$ cat src/rtl/cla_sum_accum_if.sv
// Handshake bus between the upstream CLA, the sum accumulator and the result consumer.
interface cla_sum_accum_if #(
    parameter int unsigned ACC_W = 20
);
    logic             in_valid;
    logic             in_ready;
    logic [15:0]      in_sum;
    logic             in_last;
    logic             out_valid;
    logic             out_ready;
    logic [ACC_W-1:0] out_acc;
    logic [4:0]       out_count;

    // Accumulator side
    modport slave (
        input  in_valid, in_sum, in_last, out_ready,
        output in_ready, out_valid, out_acc, out_count
    );

    // Producer/consumer side
    modport master (
        output in_valid, in_sum, in_last, out_ready,
        input  in_ready, out_valid, out_acc, out_count
    );
endinterface

$ cat src/rtl/cla_sum_accum.sv
// Accumulates groups of up to N_TERMS CLA sums and holds each group total until the consumer takes it.
module cla_sum_accum #(
    parameter int unsigned N_TERMS = 16,
    parameter int unsigned ACC_W   = 20
) (
    input  logic             clk,
    input  logic             rst,
    cla_sum_accum_if.slave   bus
);
    localparam int unsigned CNT_W = 5;

    typedef enum logic [1:0] {
        ST_IDLE = 2'd0,
        ST_ACC  = 2'd1,
        ST_HOLD = 2'd2
    } state_t;

    state_t           state_q, state_d;
    logic [ACC_W-1:0] acc_q, acc_d;
    logic [CNT_W-1:0] cnt_q, cnt_d;
    logic             in_ready_q, in_ready_d;
    logic             out_valid_q, out_valid_d;
    logic             in_xfer;
    logic             out_xfer;

    assign in_xfer  = bus.in_valid & in_ready_q;
    assign out_xfer = out_valid_q & bus.out_ready;

    // State, datapath and handshake flops
    always_ff @(posedge clk) begin
        if (rst) begin
            state_q     <= ST_IDLE;
            acc_q       <= '0;
            cnt_q       <= '0;
            in_ready_q  <= 1'b1;
            out_valid_q <= 1'b0;
        end else begin
            state_q     <= state_d;
            acc_q       <= acc_d;
            cnt_q       <= cnt_d;
            in_ready_q  <= in_ready_d;
            out_valid_q <= out_valid_d;
        end
    end

    // Next state and next accumulator/count
    always_comb begin
        state_d = state_q;
        acc_d   = acc_q;
        cnt_d   = cnt_q;
        unique case (state_q)
            ST_IDLE: begin
                if (in_xfer) begin
                    acc_d   = ACC_W'(bus.in_sum);
                    cnt_d   = CNT_W'(1);
                    state_d = (bus.in_last || (N_TERMS == 1)) ? ST_HOLD : ST_ACC;
                end
            end
            ST_ACC: begin
                if (in_xfer) begin
                    acc_d = acc_q + ACC_W'(bus.in_sum);
                    cnt_d = cnt_q + CNT_W'(1);
                    if (bus.in_last || ((cnt_q + CNT_W'(1)) == CNT_W'(N_TERMS))) begin
                        state_d = ST_HOLD;
                    end
                end
            end
            ST_HOLD: begin
                if (out_xfer) begin
                    acc_d   = '0;
                    cnt_d   = '0;
                    state_d = ST_IDLE;
                end
            end
            default: begin
                acc_d   = '0;
                cnt_d   = '0;
                state_d = ST_IDLE;
            end
        endcase
    end

    // Handshake outputs decoded from the next state so they leave a flop
    always_comb begin
        in_ready_d  = 1'b1;
        out_valid_d = 1'b0;
        if (state_d == ST_HOLD) begin
            in_ready_d  = 1'b0;
            out_valid_d = 1'b1;
        end
    end

    assign bus.in_ready  = in_ready_q;
    assign bus.out_valid = out_valid_q;
    assign bus.out_acc   = acc_q;
    assign bus.out_count = cnt_q;
endmodule
$ cat src/flat_wrapper.sv
// flat-port wrapper written by rule: the top's interface ports become plain ports
module cla_sum_accum_flat 
#(
    parameter int unsigned N_TERMS = 16,
    parameter int unsigned ACC_W   = 20
)
  (clk, rst, bus_in_valid, bus_in_sum, bus_in_last, bus_out_ready, bus_in_ready, bus_out_valid, bus_out_acc, bus_out_count);
  cla_sum_accum_if #(.ACC_W(ACC_W)) bus_i ();
  input  logic clk;
  input  logic rst;
  input wire logic [$bits(bus_i.in_valid)-1:0] bus_in_valid;
  input wire logic [$bits(bus_i.in_sum)-1:0] bus_in_sum;
  input wire logic [$bits(bus_i.in_last)-1:0] bus_in_last;
  input wire logic [$bits(bus_i.out_ready)-1:0] bus_out_ready;
  output wire logic [$bits(bus_i.in_ready)-1:0] bus_in_ready;
  output wire logic [$bits(bus_i.out_valid)-1:0] bus_out_valid;
  output wire logic [$bits(bus_i.out_acc)-1:0] bus_out_acc;
  output wire logic [$bits(bus_i.out_count)-1:0] bus_out_count;
  assign bus_i.in_valid = bus_in_valid;
  assign bus_i.in_sum = bus_in_sum;
  assign bus_i.in_last = bus_in_last;
  assign bus_i.out_ready = bus_out_ready;
  assign bus_in_ready = bus_i.in_ready;
  assign bus_out_valid = bus_i.out_valid;
  assign bus_out_acc = bus_i.out_acc;
  assign bus_out_count = bus_i.out_count;
  cla_sum_accum #(.N_TERMS(N_TERMS), .ACC_W(ACC_W)) u_core (.clk(clk), .rst(rst), .bus(bus_i));
endmodule
$ cat config.mk
export PLATFORM = sky130hd
export DESIGN_NAME = cla_sum_accum_flat
export DESIGN_NICKNAME = d
export VERILOG_FILES = /design/src/rtl/cla_sum_accum_if.sv /design/src/rtl/cla_sum_accum.sv /design/src/flat_wrapper.sv
export SDC_FILE = /design/constraint.sdc
export NUM_CORES = 1
export LEC_CHECK = 0
export BUFFER_PORTS_ARGS = -buffer_cell sky130_fd_sc_hd__buf_4
export CAP_MARGIN = 30
export CORE_MARGIN = 1
export CORE_UTILIZATION = 50
export DETAILED_ROUTE_END_ITERATION = 16
export GPL_TIMING_DRIVEN = 1
export PLACE_DENSITY_LB_ADDON = 0.12
export RECOVER_POWER = 100
export SYNTH_ARGS = -nofsm -noshare
export SYNTH_HDL_FRONTEND = slang
export SYNTH_SLANG_ARGS = --single-unit
export TNS_END_PERCENT = 5
$ cat constraint.sdc
create_clock -name clk -period 2.5 [get_ports clk]
set_input_delay 0.375 -clock clk [delete_from_list [all_inputs] [get_ports clk]]
set_output_delay 0.375 -clock clk [all_outputs]
set_load 0.1 [all_outputs]
==> flow_summary.toml <==
[setup_path]
timing.rr.start = "u_core.bus.out_acc[0]$_SDFFE_PP0P_"
cp.required_ns = 2.71
r2r_end = "u_core.bus.out_acc[18]$_SDFFE_PP0P_"
crit_fanout = 5
crit_type = "register to register"
start_kind = "register"
crit_family = "compound AO/OA/AOI/OAI gates"
crit_top_cell = "o31a_1"
crit_buf_inv = 0
critPathArrivalTime_ns = 2.51
rrSetupSlack_ns = 0.20
slowest_delay_ns = 0.39
rr_worst_depth = 8
crit_chain = "ha_1 > fa_1 > a21o_2 > a31oi_1 > o31a_1 > o31a_1 > or3_1 > a21oi_1"
endpoint_kind = "register"
crit_path_top_delay_cell = "o31a_1"

[clock_tree]
htreeDepth = 2
clock-root-buffer = "clkbuf_8"
post-cts-setup-buffers = 0
cts_buffers = 5
clkTransAtPathRegs_ns = 0.07
cts_hold_buf = 0
clock_latency_ns = 0.29
cts_tree = "built"
cts_resized = 0
cts.sinks = 29
cts_max_path_buffers = 2

[die]
core_area_mm2 = 0.00374
pin_count = 48
die_area_mm2 = 0.00426
initial_core_util_pct = 53.4
row_count = 22
dieWidth_um = 65.3
dieHeight_um = 65.3

[global_route]
antenna_found_initial = 0
grt_usage_pct = 26.0
globalRouteOverflowTotal = 0
grt_max_degree = 20
grt_pass1_wl_um = 8420
first_global_vias = 1851

[pwr]
p_total_mw = 1.84
combPwrFrac_pct = 38.3
p_clk_share_pct = 32.6
p_leak_nw = 0.979
p_int_mw = 1.10
switching_power_mw = 0.749
p_seq_share_pct = 29.1
switching_share_pct = 40.6
p_per_area_mw_per_mm2 = 760
peakVddDrop_v = 0.000388

[worst_hold_path]
holdCritPathClass = "input port to register"
hold_path_depth = 3
min_from = "bus_in_sum[2]"
hold_end = "u_core.bus.out_acc[2]$_SDFFE_PP0P_"

[sta]
hold_viol_final = 0
rsz0062_at_grt = "no"
finClkSkew_ns = 0.00836
min_period_over_period_pct = 92.0
finalSetupViolations = 0
fin_crit_ns = 2.30
slew_viol_final = 0
relSlewSlack_pct = 22.3
fmax_ghz = 0.435
worst_pin_slew_ns = 1.17

[synth]
ys.flop_type = "dfxtp_1"
ys_ff_latch = 29
synth_nets = 284
synthArstFlopShare_pct = 0
syn_inst = 245
yosysSeqAreaShare_pct = 29.0
synth_area_mm2 = 0.00200
synth_edf_count = 0
synth.distinct_cells = 51
synth_warnings = 0
synth.avg_cell_area_um2 = 8.17

[detailed_routing]
postRouteWirelength_um = 5340
ant_nets = 0
drc = 0
routedWlPerCell_um = 15.6
vias = 2080
drtPass1Iterations = 6
first_iter_violations = 165
viasPerCell = 6.06

[placement]
dp.cells = 335
gp_congestion = 0.854
placed_area_mm2 = 0.00240
portBuffers = 47
hpwlAfterDp_um = 3900

[cells_and_area]
fillers = 374
regArea_um2 = 592
syn_to_final_growth_pct = 21.4
n_antenna_cell = 0
final_cell_mix = "clkbuf_1, nand2_1, nor2_1, a21oi_1, buf_4"
multi_input_area_mm2 = 0.00135
fin_area_mm2 = 0.00243
drive_gt1_share_pct = 15.6
fin_cells = 343
layout_commonest_cell = "clkbuf_1"
finalNetCount = 333

[outcome]
status = "finished, final reports clean"

[job]
maxCapViolCount = 0
==> synthesized netlist by cell type, types with 2 or more instances <==
library cell / number / area (um2)
mux2_2: 3 / 33.8
a21oi_1: 24 / 120
dfxtp_1: 29 / 581
a32oi_1: 3 / 26.3
a31oi_1: 3 / 18.8
nand2b_1: 2 / 12.5
ha_1: 17 / 213
xor2_1: 4 / 35.0
a222oi_1: 5 / 50.1
or3_1: 2 / 12.5
o21ai_0: 13 / 65.1
xnor2_1: 10 / 87.6
a41oi_1: 2 / 17.5
a221oi_1: 2 / 17.5
o31a_1: 2 / 17.5
nor3_1: 7 / 35.0
clkbuf_1: 5 / 18.8
nor2_1: 24 / 90.1
a211oi_1: 2 / 15.0
and3_1: 5 / 31.3
nand4_1: 3 / 18.8
a2111oi_0: 2 / 17.5
nand3_1: 7 / 35.0
o211ai_1: 2 / 15.0
o22ai_1: 5 / 31.3
inv_1: 4 / 15.0
nor2b_1: 3 / 18.8
nand2_1: 25 / 93.8
mux2i_1: 3 / 30.0
o31ai_1: 2 / 15.0
o21a_1: 5 / 37.5
==> layer usage <==
| metal | global-route usage [%] | up-vias | wire [um] |
|---|---|---|---|
| met5 | 0 | - | 0 |
| met4 | 7.88 | 0 | 81 |
| met3 | 7.12 | 11 | 347 |
| met2 | 43.6 | 78 | 2490 |
| met1 | 32.2 | 969 | 2430 |
| li1 | - | 1022 | - |
==> registers in the layout, summed over array words and instances (netlist names) <==
| register | count |
|---|---|
| u_core.state_q | 2 |
| u_core.bus.in_ready | 1 |
| u_core.bus.out_count | 5 |
| u_core.bus.out_acc | 20 |
| u_core.bus.out_valid | 1 |
==> cell families after synthesis <==
logic type / share of synthesized area (%)
flops: 29.0
xor+xnor: 6.13
fa+ha+maj: 11.6
compound gates: 27.4
simple gates: 19.1
mux: 3.19
buf+inv: 3.50
==> worst min-delay path, stage by stage <==
cell,delay (ns)
buf_4,0.08
a222oi_1,0.05
nor2_1,0.08
==> per-stage QoR <==
stage / hold slack, ns / worst slack [ns] / TNS [ns] / util, %
after floorplan: 0.458 / -0.0187 / -0.0341 / -
after global placement: 0.457 / 0.138 / 0 / 64.2
after detailed placement: 0.459 / 0.142 / 0 / 64.2
after CTS: 0.333 / 0.242 / 0 / 67.8
after global routing: 0.338 / 0.106 / 0 / 64.9
final: 0.331 / 0.199 / 0 / 64.9
==> how the worst max path moves through the flow <==
| stage | from | to | slack (ns) | cells past startpoint |
|---|---|---|---|---|
| after floorplan | u_core.bus.out_acc[12]$_SDFFE_PP0P_ | u_core.bus.out_acc[16]$_SDFFE_PP0P_ | -0.02 | 7 |
| after global placement | bus_in_sum[2] | u_core.bus.out_acc[18]$_SDFFE_PP0P_ | 0.14 | 8 |
| after detailed placement | bus_in_sum[0] | u_core.bus.out_acc[10]$_SDFFE_PP0P_ | 0.14 | 9 |
| after CTS | u_core.bus.out_acc[0]$_SDFFE_PP0P_ | u_core.bus.out_acc[18]$_SDFFE_PP0P_ | 0.24 | 8 |
| after global routing | u_core.bus.out_acc[4]$_SDFFE_PP0P_ | u_core.bus.out_acc[13]$_SDFFE_PP0P_ | 0.11 | 8 |
| final | u_core.bus.out_acc[0]$_SDFFE_PP0P_ | u_core.bus.out_acc[18]$_SDFFE_PP0P_ | 0.20 | 8 |
==> power groups by stage <==
stage | logic, mW | clock network, mW | registers, mW
6_report | 0.707 | 0.601 | 0.537
5_1_grt | 0.752 | 0.631 | 0.542
4_1_cts | 0.729 | 0.599 | 0.538
3_5_place_dp | 0.724 | 0 | 0.548
3_3_place_gp | 0.719 | 0 | 0.547
2_1_floorplan | 0.333 | 0 | 0.778
==> final cells by class <==
type,count,area share [%]
clock buffers,5,2.83
clock inverters,3,2.68
inverters,4,0.618
multi-input cells,203,55.6
flip-flops and latches,29,24.4
well taps,48,2.47
repair buffers,51,11.4
(Power assumes the default switching activity.)
